File: src/rtl/cdb_arbiter_pkg.sv
// rtl/cdb_arbiter_pkg.sv - shared widths, source indices and entry type for the CDB writeback arbiter
package cdb_arbiter_pkg;

  localparam int CDB_TAG_W  = 5;
  localparam int CDB_DATA_W = 32;
  localparam int NSRC       = 3;

  localparam logic [1:0] SRC_ALU1 = 2'd0;
  localparam logic [1:0] SRC_ALU2 = 2'd1;
  localparam logic [1:0] SRC_LSU  = 2'd2;

  typedef struct packed {
    logic [CDB_TAG_W-1:0]  tag;
    logic [CDB_DATA_W-1:0] val;
  } cdb_entry_t;

  function automatic logic [1:0] next_src(input logic [1:0] s);
    return (s == SRC_LSU) ? SRC_ALU1 : s + 2'd1;
  endfunction

endpackage

File: src/rtl/cdb_arbiter_if.sv
// rtl/cdb_arbiter_if.sv - producer result inputs and the two CDB broadcast ports
interface cdb_arbiter_if
  import cdb_arbiter_pkg::*;
#(
  parameter int TAG_W  = CDB_TAG_W,
  parameter int DATA_W = CDB_DATA_W
);
  logic [NSRC-1:0]        src_valid;
  logic [NSRC*TAG_W-1:0]  src_tag;
  logic [NSRC*DATA_W-1:0] src_val;
  logic [NSRC-1:0]        src_ready;
  logic                   cdb0_valid;
  logic [TAG_W-1:0]       cdb0_tag;
  logic [DATA_W-1:0]      cdb0_val;
  logic                   cdb1_valid;
  logic [TAG_W-1:0]       cdb1_tag;
  logic [DATA_W-1:0]      cdb1_val;

  modport slave (
    input  src_valid, src_tag, src_val,
    output src_ready, cdb0_valid, cdb0_tag, cdb0_val, cdb1_valid, cdb1_tag, cdb1_val
  );

  modport master (
    output src_valid, src_tag, src_val,
    input  src_ready, cdb0_valid, cdb0_tag, cdb0_val, cdb1_valid, cdb1_tag, cdb1_val
  );
endinterface

File: src/rtl/cdb_arbiter_result_fifo.sv
// rtl/cdb_arbiter_result_fifo.sv - per-producer result FIFO with flush, count and registered head
module cdb_arbiter_result_fifo #(
  parameter int DEPTH = 2,
  parameter int WIDTH = 37
) (
  input  logic                         clk_i,
  input  logic                         rst_ni,
  input  logic                         flush_i,
  input  logic                         push_i,
  input  logic                         pop_i,
  input  logic [WIDTH-1:0]             data_i,
  output logic [WIDTH-1:0]             head_o,
  output logic [$clog2(DEPTH):0]       count_o
);
  localparam int PW = $clog2(DEPTH);
  localparam int CW = PW + 1;

  logic [WIDTH-1:0] mem_q [DEPTH];
  logic [PW-1:0]    wr_q, wr_d, rd_q, rd_d;
  logic [CW-1:0]    cnt_q, cnt_d;

  // Pointers wrap naturally because DEPTH is a power of two.
  always_comb begin
    wr_d  = push_i ? wr_q + PW'(1) : wr_q;
    rd_d  = pop_i  ? rd_q + PW'(1) : rd_q;
    cnt_d = cnt_q + CW'(push_i) - CW'(pop_i);
  end

  always_ff @(posedge clk_i or negedge rst_ni) begin
    if (!rst_ni) begin
      wr_q  <= '0;
      rd_q  <= '0;
      cnt_q <= '0;
    end else if (flush_i) begin
      wr_q  <= '0;
      rd_q  <= '0;
      cnt_q <= '0;
    end else begin
      wr_q  <= wr_d;
      rd_q  <= rd_d;
      cnt_q <= cnt_d;
    end
  end

  always_ff @(posedge clk_i) begin
    if (push_i && !flush_i) begin
      mem_q[wr_q] <= data_i;
    end
  end

  assign head_o  = mem_q[rd_q];
  assign count_o = cnt_q;

endmodule

File: src/rtl/cdb_arbiter.sv
// rtl/cdb_arbiter.sv - round-robin writeback arbiter: three producer FIFOs onto two registered CDB ports
module cdb_arbiter
  import cdb_arbiter_pkg::*;
#(
  parameter int TAG_W  = CDB_TAG_W,
  parameter int DATA_W = CDB_DATA_W,
  parameter int DEPTH  = 2
) (
  input  logic         clk,
  input  logic         rst,
  input  logic         flush,
  cdb_arbiter_if.slave bus
);
  localparam int EW = TAG_W + DATA_W;
  localparam int CW = $clog2(DEPTH) + 1;

  logic [NSRC-1:0] ready, push, pop, nonempty;
  logic [EW-1:0]   head  [NSRC];
  logic [CW-1:0]   count [NSRC];

  // Ready looks only at the registered count, so a full FIFO cannot refill on its pop cycle.
  for (genvar i = 0; i < NSRC; i++) begin : g_src
    assign ready[i]    = count[i] < CW'(DEPTH);
    assign push[i]     = bus.src_valid[i] & ready[i];
    assign nonempty[i] = |count[i];

    cdb_arbiter_result_fifo #(
      .DEPTH (DEPTH),
      .WIDTH (EW)
    ) u_fifo (
      .clk_i   (clk),
      .rst_ni  (rst),
      .flush_i (flush),
      .push_i  (push[i]),
      .pop_i   (pop[i]),
      .data_i  ({bus.src_tag[i*TAG_W +: TAG_W], bus.src_val[i*DATA_W +: DATA_W]}),
      .head_o  (head[i]),
      .count_o (count[i])
    );
  end

  assign bus.src_ready = ready;

  logic [1:0]    rr_q, rr_d, idx;
  logic [1:0]    g0_idx, g1_idx;
  logic          g0_v, g1_v;
  logic          c0v_q, c0v_d, c1v_q, c1v_d;
  logic [EW-1:0] c0_q, c0_d, c1_q, c1_d;

  always_comb begin
    pop    = '0;
    g0_v   = 1'b0;
    g1_v   = 1'b0;
    g0_idx = '0;
    g1_idx = '0;
    idx    = rr_q;
    for (int k = 0; k < NSRC; k++) begin
      if (nonempty[idx]) begin
        if (!g0_v) begin
          g0_v     = 1'b1;
          g0_idx   = idx;
          pop[idx] = 1'b1;
        end else if (!g1_v) begin
          g1_v     = 1'b1;
          g1_idx   = idx;
          pop[idx] = 1'b1;
        end
      end
      idx = next_src(idx);
    end

    rr_d = rr_q;
    if (g1_v) begin
      rr_d = next_src(g1_idx);
    end else if (g0_v) begin
      rr_d = next_src(g0_idx);
    end

    c0v_d = g0_v;
    c1v_d = g1_v;
    c0_d  = g0_v ? head[g0_idx] : '0;
    c1_d  = g1_v ? head[g1_idx] : '0;
  end

  always_ff @(posedge clk or negedge rst) begin
    if (!rst) begin
      rr_q  <= '0;
      c0v_q <= 1'b0;
      c1v_q <= 1'b0;
      c0_q  <= '0;
      c1_q  <= '0;
    end else if (flush) begin
      rr_q  <= '0;
      c0v_q <= 1'b0;
      c1v_q <= 1'b0;
      c0_q  <= '0;
      c1_q  <= '0;
    end else begin
      rr_q  <= rr_d;
      c0v_q <= c0v_d;
      c1v_q <= c1v_d;
      c0_q  <= c0_d;
      c1_q  <= c1_d;
    end
  end

  assign bus.cdb0_valid = c0v_q;
  assign bus.cdb0_tag   = c0_q[EW-1 -: TAG_W];
  assign bus.cdb0_val   = c0_q[DATA_W-1:0];
  assign bus.cdb1_valid = c1v_q;
  assign bus.cdb1_tag   = c1_q[EW-1 -: TAG_W];
  assign bus.cdb1_val   = c1_q[DATA_W-1:0];

endmodule

File: src/flat_wrapper.sv
// flat-port wrapper written by rule: the top's interface ports become plain ports
module cdb_arbiter_flat import cdb_arbiter_pkg::*;
#(
  parameter int TAG_W  = CDB_TAG_W,
  parameter int DATA_W = CDB_DATA_W,
  parameter int DEPTH  = 2
)
  (clk, rst, flush, bus_src_valid, bus_src_tag, bus_src_val, bus_src_ready, bus_cdb0_valid, bus_cdb0_tag, bus_cdb0_val, bus_cdb1_valid, bus_cdb1_tag, bus_cdb1_val);
  cdb_arbiter_if #(.TAG_W(TAG_W), .DATA_W(DATA_W)) bus_i ();
  input  logic clk;
  input  logic rst;
  input  logic flush;
  input wire logic [$bits(bus_i.src_valid)-1:0] bus_src_valid;
  input wire logic [$bits(bus_i.src_tag)-1:0] bus_src_tag;
  input wire logic [$bits(bus_i.src_val)-1:0] bus_src_val;
  output wire logic [$bits(bus_i.src_ready)-1:0] bus_src_ready;
  output wire logic [$bits(bus_i.cdb0_valid)-1:0] bus_cdb0_valid;
  output wire logic [$bits(bus_i.cdb0_tag)-1:0] bus_cdb0_tag;
  output wire logic [$bits(bus_i.cdb0_val)-1:0] bus_cdb0_val;
  output wire logic [$bits(bus_i.cdb1_valid)-1:0] bus_cdb1_valid;
  output wire logic [$bits(bus_i.cdb1_tag)-1:0] bus_cdb1_tag;
  output wire logic [$bits(bus_i.cdb1_val)-1:0] bus_cdb1_val;
  assign bus_i.src_valid = bus_src_valid;
  assign bus_i.src_tag = bus_src_tag;
  assign bus_i.src_val = bus_src_val;
  assign bus_src_ready = bus_i.src_ready;
  assign bus_cdb0_valid = bus_i.cdb0_valid;
  assign bus_cdb0_tag = bus_i.cdb0_tag;
  assign bus_cdb0_val = bus_i.cdb0_val;
  assign bus_cdb1_valid = bus_i.cdb1_valid;
  assign bus_cdb1_tag = bus_i.cdb1_tag;
  assign bus_cdb1_val = bus_i.cdb1_val;
  cdb_arbiter #(.TAG_W(TAG_W), .DATA_W(DATA_W), .DEPTH(DEPTH)) u_core (.clk(clk), .rst(rst), .flush(flush), .bus(bus_i));
endmodule
File: config.mk
export PLATFORM = sky130hd
export DESIGN_NAME = cdb_arbiter_flat
export DESIGN_NICKNAME = d
export VERILOG_FILES = /design/src/rtl/cdb_arbiter_pkg.sv /design/src/rtl/cdb_arbiter_if.sv /design/src/rtl/cdb_arbiter_result_fifo.sv /design/src/rtl/cdb_arbiter.sv /design/src/flat_wrapper.sv
export SDC_FILE = /design/constraint.sdc
export NUM_CORES = 1
export LEC_CHECK = 0
export ABC_AREA = 1
export CORE_ASPECT_RATIO = 2
export CORE_MARGIN = 4
export CORE_UTILIZATION = 32
export CTS_CLUSTER_DIAMETER = 30
export CTS_CLUSTER_SIZE = 40
export DETAILED_ROUTE_END_ITERATION = 8
export MAX_ROUTING_LAYER = met4
export PLACE_DENSITY = 0.52
export SETUP_SLACK_MARGIN = 0.15
export SLEW_MARGIN = 20
export SYNTH_ARGS = -nofsm -noshare
export SYNTH_HDL_FRONTEND = slang
export SYNTH_HIERARCHICAL = 1
export SYNTH_SLANG_ARGS = --single-unit
File: constraint.sdc
create_clock -name clk -period 3.5 [get_ports clk]
set_input_delay 0.875 -clock clk [delete_from_list [all_inputs] [get_ports clk]]
set_output_delay 0.875 -clock clk [all_outputs]
set_load 0.02 [all_outputs]
==> results.toml <==
[clock_network]
cts_inserted_buffers = 37
cts_resized = 0
cts_htree_levels = 2
clock-sinks = 312
cts_tree = "yes"
cts_hold_buffers = 0
clock_path_buffers = 3
worst_skew_pair_later_pin_latency_ns = 0.53
cts.reportedPaths.clkPinSlew_ns = 0.06
clk_root_buffer_cell = "sky130_fd_sc_hd__clkbuf_16"
post_cts_buffers = 0

[routing]
wire_per_inst_um = 19.2
detail-route-antenna-nets = 0
first_iter_violations = 553
drt_first_pass_iters = 5
totalWireLength_mm = 36.6
num_vias = 8739
remaining_drc_errors = 0
drt-vias-per-instance = 4.58

[layout]
area_delta_synth_final_pct = 28.8
multiInputGateArea_um2 = 3740
layout.filler_cells = 3798
seqCellArea_um2 = 8920
commonest_non_fill_non_tap_cells_in_the_layout = "285 x sky130_fd_sc_hd__nand2_1, 222 x sky130_fd_sc_hd__edfxtp_1, 194 x sky130_fd_sc_hd__clkdlybuf4s50_1"
finish.net_count = 1463
final_layout_size_suffix_gt1_frac = 0.163
mostFrequentLayoutCell = "sky130_fd_sc_hd__nand2_1"

[synth]
synthesis.yosys.warnings = 6
synth.cell_area_um2 = 13400
synth_nets = 1263
yosys_register_bits = 312
syn_inst = 1140
syn-mean-instance-area_um2 = 11.7
synthDistinctLibCells = 26
seq_area_frac_synth = 0.667

[die]
core_rows = 105
design.die.area_um2 = 45300
starting_utilization_of_the_core_area = 0.325
core_area_um2 = 41100
die_height_um = 297
pin_count = 196
fp.dieW_um = 153

[power_and_ir_drop]
power-per-cell-area_nw_per_um2 = 866
p_leak_nw = 6.97
power.ir.vdd_worst_mv = 0.616
total_power_mw = 14.9

[sta]
clock-skew-final_ns = 0.0224
remaining_max_slew_budget_at_the_tightest_pin = 0.361
tightestPinTransition_ns = 0.958
min_period_ns = 2.58
finalHoldViolations = 0
setup_viol_count_final = 0
finalCritPeriodShare = 0.737
rsz0062_at_grt = "no"
fmax_mhz = 388
fin_setup_tns_ns = 0
final_max_slew_viol_count = 0

[setup_path]
timing.critical_path.cells = "nor2_1 -> nand2_1 -> a31oi_1 -> nand2_1 -> inv_2 -> nand2_2 -> o21ai_0 -> nor2_1"
critical_path.slowest_cell = "sky130_fd_sc_hd__nand2_2"
critPathTopFamily = "simple AND/OR/NAND/NOR gates"
timing.critical_path.required_ns = 3.90
setup.worst_path.class = "reg2reg"
timing.critical_path.slowest_cell_delay_ns = 0.48
critPathArrivalTime_ns = 2.98
worst-path-max-fanout = 36
critPathBufInv = 1
startpoint_type = "flip-flop"
sort_of_element_at_the_end_of_the_critical_path = "flip-flop"
reg2reg_slack_ns = 0.92

[placement]
port-buffer-count = 195
post-dp-hpwl_mm = 26.1
place.gp.congestion = 0.852

[grt]
gr-usage-all-layers = 0.163
first_global_vias = 8950
grt_antenna_before_repair = 3
grt_first_pass_wirelength_mm = 55.1
grt_overflow = 0
maximum_number_of_pins_on_one_net_before_global_route_repair = 67

[status]
status = "finished clean"

[hold_path]
worst_hold_path_type = "in2async"

[job]
timing.max_cap.violations = 0
-- metal layers --
metal,track usage,up-vias,wire [µm]
met2,0.260,312,17700
met4,0.0794,0,1760
met1,0.204,4159,15300
met5,-,-,0
li1,-,4193,-
met3,0.0265,75,1820
-- registers in the layout, summed over array words and instances (netlist names), 2 cells and up --
| signal | count |
|---|---|
| u_core/g_src.u_fifo/wr_q | 3 |
| u_core/g_src.u_fifo/rd_q | 3 |
| u_core/g_src.u_fifo/mem_q | 222 |
| u_core/c0_q | 37 |
| u_core/rr_q | 2 |
| u_core/c1_q | 37 |
| u_core/g_src.u_fifo/count_o | 6 |
-- Yosys cell counts --
cell type / count / area (µm²)
sky130_fd_sc_hd__dfrtp_1: 90 / 2250
sky130_fd_sc_hd__a31oi_1: 1 / 6.26
sky130_fd_sc_hd__o2111ai_1: 1 / 8.76
sky130_fd_sc_hd__nand3_1: 44 / 220
sky130_fd_sc_hd__buf_2: 20 / 100
sky130_fd_sc_hd__nand3_2: 2 / 20.0
sky130_fd_sc_hd__ha_1: 6 / 75.1
sky130_fd_sc_hd__mux2_2: 87 / 980
sky130_fd_sc_hd__mux2_4: 24 / 360
sky130_fd_sc_hd__o21ai_0: 70 / 350
sky130_fd_sc_hd__clkbuf_1: 13 / 48.8
sky130_fd_sc_hd__nor2_1: 96 / 360
sky130_fd_sc_hd__nand2_2: 3 / 18.8
sky130_fd_sc_hd__a41oi_1: 1 / 8.76
sky130_fd_sc_hd__inv_1: 110 / 413
sky130_fd_sc_hd__nor2_2: 5 / 31.3
sky130_fd_sc_hd__or2_2: 3 / 18.8
sky130_fd_sc_hd__inv_2: 7 / 26.3
sky130_fd_sc_hd__buf_4: 11 / 82.6
sky130_fd_sc_hd__nor3_1: 4 / 20.0
sky130_fd_sc_hd__buf_6: 9 / 101
sky130_fd_sc_hd__o21ai_2: 1 / 8.76
sky130_fd_sc_hd__nand2_1: 287 / 1080
sky130_fd_sc_hd__o21ai_1: 17 / 85.1
sky130_fd_sc_hd__a21oi_1: 6 / 30.0
sky130_fd_sc_hd__edfxtp_1: 222 / 6670
-- logic make-up (layout without fill, tap and decap cells) --
kind of cell,after synthesis,count (layout),share of synthesized area
simple gates,444,444,0.132
flops,312,312,0.667
buf+inv,170,399,0.0577
mux,111,111,0.100
compound gates,97,97,0.0372
fa+ha+maj,6,6,0.00561
other cells,0,3,0
-- report_power, final --
part           internal, mW  total, mW  switching (mW)
combinational          2.22       5.98            3.76
sequential             4.55       5.01           0.457
clock                  2.37       3.91            1.54
total                  9.14       14.9            5.76
-- worst register-to-register path: stages, from the launching register on --
cell	delay [ns]
sky130_fd_sc_hd__dfrtp_1	0.47
sky130_fd_sc_hd__nor2_1	0.23
sky130_fd_sc_hd__nand2_1	0.14
sky130_fd_sc_hd__a31oi_1	0.19
sky130_fd_sc_hd__nand2_1	0.29
sky130_fd_sc_hd__inv_2	0.15
sky130_fd_sc_hd__nand2_2	0.48
sky130_fd_sc_hd__o21ai_0	0.45
sky130_fd_sc_hd__nor2_1	0.07
-- path summary, 6_finish.rpt --
kind	start	to	depth (start not counted)
worst max-delay path	u_core/rr_q[1]	u_core/c0_q[15]	8
worst min-delay path	rst	u_core/g_src[0].u_fifo/count_o[1]	1
worst max register to register	u_core/rr_q[1]	u_core/c0_q[15]	8
worst min register to register	u_core/g_src[0].u_fifo/mem_q[0][27]	u_core/c0_q[27]	3
max in group asynchronous	rst	u_core/c1_q[31]	2
min in group clk	u_core/g_src[0].u_fifo/mem_q[0][27]	u_core/c0_q[27]	3
-- final cells by class --
cell class              count  share of cell area
flip-flops and latches    312               0.518
multi-input cells         658               0.217
repair buffers            214               0.127
clock buffers              45              0.0580
well taps                 535              0.0389
inverters                 117              0.0255
clock inverters            23              0.0151
diodes                      3            0.000436
-- metrics by stage --
stage	std cells	cell area [µm²]	hold slack, ns	setup WS, ns	utilization
final	1907	17200	0.387	0.920	0.419
after detailed placement	1836	16000	0.627	0.747	0.388
after global routing	1907	17200	0.433	0.655	0.419
after global placement	1836	16000	0.614	0.759	0.388
after CTS	1904	17200	0.394	0.930	0.419
after floorplan	1140	13400	0.579	0.352	-
No activity file was read; power rests on OpenSTA's default activity.
